--- src/rtl/serial_adder.sv ---
// rtl/serial_adder.sv - bit-serial adder, one full-adder cell, LSB first
// Optional subtract mode: define SERIAL_ADDER_SUB_EN to add the sub port.
module serial_adder #(
  parameter int WIDTH = 8
) (
  input  logic             clk,
  input  logic             rst,
  input  logic             start,
  input  logic [WIDTH-1:0] A,
  input  logic [WIDTH-1:0] B,
  input  logic             C_in,
`ifdef SERIAL_ADDER_SUB_EN
  input  logic             sub,
`endif
  output logic             busy,
  output logic             done,
  output logic [WIDTH-1:0] S,
  output logic             C_out
);

  localparam int CW = $clog2(WIDTH);
  localparam logic [CW-1:0] LAST = CW'(WIDTH - 1);

  typedef enum logic [1:0] {
    IDLE  = 2'b00,
    SHIFT = 2'b01,
    DONE  = 2'b10
  } state_t;

  state_t           state, state_nxt;
  logic             accept;
  logic [WIDTH-1:0] a_sr, b_sr, sum_sr, sum_nxt, b_load;
  logic [CW-1:0]    cnt;
  logic             carry, c_load, fa_s, fa_c, last_bit;

`ifdef SERIAL_ADDER_SUB_EN
  // Subtract as A + ~B + 1: invert B on load and force the carry in.
  assign b_load = sub ? ~B : B;
  assign c_load = sub | C_in;
`else
  assign b_load = B;
  assign c_load = C_in;
`endif

  assign fa_s     = a_sr[0] ^ b_sr[0] ^ carry;
  assign fa_c     = (a_sr[0] & b_sr[0]) | (a_sr[0] & carry) | (b_sr[0] & carry);
  assign sum_nxt  = {fa_s, sum_sr[WIDTH-1:1]};
  assign last_bit = (cnt == LAST);

  always_ff @(posedge clk or posedge rst) begin
    if (rst) state <= IDLE;
    else     state <= state_nxt;
  end

  always_comb begin
    state_nxt = IDLE;
    busy      = 1'b0;
    done      = 1'b0;
    accept    = 1'b0;
    case (state)
      IDLE: begin
        accept = start;
        if (start) state_nxt = SHIFT;
      end
      SHIFT: begin
        busy      = 1'b1;
        state_nxt = last_bit ? DONE : SHIFT;
      end
      DONE: begin
        done   = 1'b1;
        accept = start;
        if (start) state_nxt = SHIFT;
      end
      default: state_nxt = IDLE;
    endcase
  end

  always_ff @(posedge clk or posedge rst) begin
    if (rst) begin
      a_sr   <= '0;
      b_sr   <= '0;
      sum_sr <= '0;
      carry  <= 1'b0;
      cnt    <= '0;
      S      <= '0;
      C_out  <= 1'b0;
    end else if (accept) begin
      a_sr  <= A;
      b_sr  <= b_load;
      carry <= c_load;
      cnt   <= '0;
    end else if (state == SHIFT) begin
      a_sr   <= a_sr >> 1;
      b_sr   <= b_sr >> 1;
      sum_sr <= sum_nxt;
      carry  <= fa_c;
      cnt    <= cnt + CW'(1);
      if (last_bit) begin
        S     <= sum_nxt;
        C_out <= fa_c;
      end
    end
  end

endmodule

--- config.mk ---
export PLATFORM = sky130hd
export DESIGN_NAME = serial_adder
export DESIGN_NICKNAME = d
export VERILOG_FILES = /design/src/rtl/serial_adder.sv
export SDC_FILE = /design/constraint.sdc
export NUM_CORES = 1
export LEC_CHECK = 0
export BUFFER_PORTS_ARGS = -buffer_cell sky130_fd_sc_hd__clkbuf_2
export CAP_MARGIN = 15
export CORE_MARGIN = 2
export CORE_UTILIZATION = 57
export DETAILED_ROUTE_END_ITERATION = 10
export PLACE_DENSITY = 0.81
export SYNTH_ARGS = -nofsm -noshare
export SYNTH_HDL_FRONTEND = slang
export SYNTH_SLANG_ARGS = --single-unit
--- constraint.sdc ---
create_clock -name clk -period 2.6 [get_ports clk]
set_clock_uncertainty 0.05 [all_clocks]
set_input_delay 0.26 -clock clk [delete_from_list [all_inputs] [get_ports clk]]
set_output_delay 0.26 -clock clk [all_outputs]
set_load 0.05 [all_outputs]
==> reports/qor.yml <==
grt:
  grt_overflow: 0
  grt_pass1_vias: 1170
  grt_use_total_pct: 22.2
  antenna_found_initial: 0
  grt_max_degree: 39
  grt_pass1_wl_um: 5530
clock_tree:
  cts_root_buf: "clkbuf_4"
  post_cts_resize_count: 0
  cts_tree: "built"
  cts_setup_buffers: 0
  clock-sinks: 38
  htreeDepth: 2
  cts_buffers: 5
  cts_buffer_depth: 2
  clk_pin_slew_worst_paths_ps: 110
  insertion_delay_ps: 340
  cts-hold-fix-buffers: 1
critical_path:
  crit_path_end_kind: "primary output"
  r2r_start: "state[1]"
  cp_max_fo: 13
  criticalPathCategory: "reg -> out"
  start_kind: "flop"
  cp_data_required_time_ps: 2290
  arrival_ps: 1750
  startpoint: "state[1]"
finish:
  area_growth_pct: 14.8
  fillers: 226
  nNetsFinal: 206
  drive_gt1_share_pct: 28.8
  fin_cells: 217
  num_antenna_cells: 0
hold_path:
  hold_path_class: "in -> reg"
  hp-start: "B[7]"
pwr:
  p_leak_nw: 1.00
  peakVddDrop_uv: 701
  power_density_nw_per_um2: 1310
synthesis:
  synth_nets: 174
  synth_seq_cells: 38
  ys_seq_area_share_pct: 54.9
  syn_area_um2: 1730
  synth_cells: 151
  yosysUniqueCellTypes: 23
  ys.warnings.count: 0
  postSynthAreaPerCell_um2: 11.5
timing:
  worst_slew_pin_slew_ps: 597
  min_period_ps: 2060
  max_freq_mhz: 486
  final_hold_viol_count: 0
  max-slew-margin-rel_pct: 60.2
  drv_slew: 0
  setup_violations: 0
  rsz0062_at_grt: "no"
  fin_crit_sh_pct: 79.1
  fin_setup_tns_ps: 0
job:
  drv_cap: 0
placement:
  io_buffers: 30
  place_inst: 208
  dpl.hpwl_um: 2410
  gp_congestion: 0.679
drt:
  wl_per_cell_um: 15.5
  drt-total-wl_um: 3360
  ant_nets: 0
  drc: 0
  viasPerCell: 5.59
  via_count: 1214
  drtPass1Iterations: 4
  drt_iter0_drc: 55
floorplan:
  die_area_um2: 3500
  io_pins: 31
  row_count: 20
  die_h_um: 59.1
  die_w_um: 59.1
  initial_core_util_pct: 58.2
  core_area_um2: 2980
run_status:
  status: "completed"
==> synth_stat cells <==
library cell	number	share of area (%)
dfrtp_1	38	55
nand2_1	21	4.5
a21oi_1	15	4.3
nor2b_1	10	3.6
inv_1	9	1.9
mux2_4	9	7.8
a211oi_1	8	3.5
mux2i_1	8	4.6
buf_2	7	2.0
o22ai_1	7	2.5
a22o_1	5	2.5
ha_1	2	1.4
nand2b_1	2	0.72
a21o_1	1	0.43
buf_4	1	0.43
clkbuf_1	1	0.22
clkinv_4	1	0.51
fa_1	1	1.2
mux2_2	1	0.65
nand2_8	1	1.2
nor2_1	1	0.22
o21ai_0	1	0.29
xnor2_1	1	0.51
==> layer usage <==
metal	share of wire [%]	GRT usage [%]	vias up	routed length (um)
li1	-	-	583	-
met1	45	29.5	592	1520
met2	48	34.0	35	1620
met3	4.9	6.99	4	163
met4	1.7	9.09	0	58
met5	0	0	-	0
==> layout make-up <==
| cell class | instances | area, um^2 | area share (%) |
|---|---|---|---|
| clock buffers | 8 | 78.8 | 3.96 |
| inverters | 10 | 42.5 | 2.14 |
| multi-input cells | 94 | 693 | 34.8 |
| flip-flops and latches | 38 | 951 | 47.8 |
| well taps | 33 | 41.3 | 2.08 |
| repair buffers | 34 | 183 | 9.18 |
==> state kept, by name, summed over array words and instances (netlist names) <==
name,cells
C_out,1
state,2
sum_sr,7
carry,1
b_sr,8
cnt,3
S,8
a_sr,8
==> power breakdown <==
group | leakage, nW | internal [mW] | switching [mW]
clock network | 0.0446 | 0.185 | 0.190
logic | 0.499 | 0.457 | 0.688
registers | 0.461 | 0.865 | 0.225
total | 1.00 | 1.51 | 1.10
==> worst paths after layout <==
check,cells past startpoint,slack [ps],endpoint
setup / recovery,3,540,busy
hold / removal,2,80,b_sr[7]
setup reg to reg,4,840,S[2]
hold reg to reg,2,450,sum_sr[1]
max in group asynchronous,4,1670,sum_sr[6]
min in group asynchronous,4,480,S[0]
==> layout by cell type (no fill, tap or decap) <==
| cell | synthesis | routed |
|---|---|---|
| a211oi_1 | 8 | 8 |
| a21o_1 | 1 | 1 |
| a21oi_1 | 15 | 15 |
| a22o_1 | 5 | 5 |
| buf_4 | 1 | 3 |
| clkbuf_2 | 0 | 30 |
| clkbuf_4 | 0 | 5 |
| clkbuf_8 | 0 | 3 |
| clkinv_4 | 1 | 1 |
| dfrtp_1 | 38 | 38 |
| dlygate4sd3_1 | 0 | 1 |
| fa_1 | 1 | 1 |
| ha_1 | 2 | 2 |
| inv_1 | 9 | 9 |
| mux2_2 | 1 | 1 |
| mux2_4 | 9 | 9 |
| mux2i_1 | 8 | 8 |
| nand2_1 | 21 | 21 |
| nand2_8 | 1 | 1 |
| nand2b_1 | 2 | 2 |
| nor2_1 | 1 | 1 |
| nor2b_1 | 10 | 10 |
| o21ai_0 | 1 | 1 |
| o22ai_1 | 7 | 7 |
| xnor2_1 | 1 | 1 |
==> cells by family after synthesis <==
group	synth area share, %
buffers and inverters	5.13
DFF	54.9
and+or+nand+nor	10.3
xor gates and xnor gates	0.506
muxes	13.1
AOI/OAI and AO/OA	13.6
adders and majority gates	2.60
==> critical path, stage by stage (launching register included) <==
cell and delay, ps:
dfrtp_1 740, nand2b_1 270, clkinv_4 140, clkbuf_2 260
==> metrics by stage <==
| step | area, um^2 | hold slack (ps) | worst slack [ps] | util, % | power (mW) |
|---|---|---|---|---|---|
| floorplan | 1730 | 343 | 930 | - | 1.97 |
| global placement | 1900 | 313 | 926 | 63.8 | 2.17 |
| detailed placement | 1900 | 328 | 858 | 63.8 | 2.25 |
| CTS | 1990 | 80.8 | 540 | 66.8 | 2.63 |
| global route | 1990 | 79.5 | 423 | 66.8 | 2.78 |
| finish | 1990 | 80.7 | 542 | 66.8 | 2.61 |
Power figures use the tool's default switching activity.
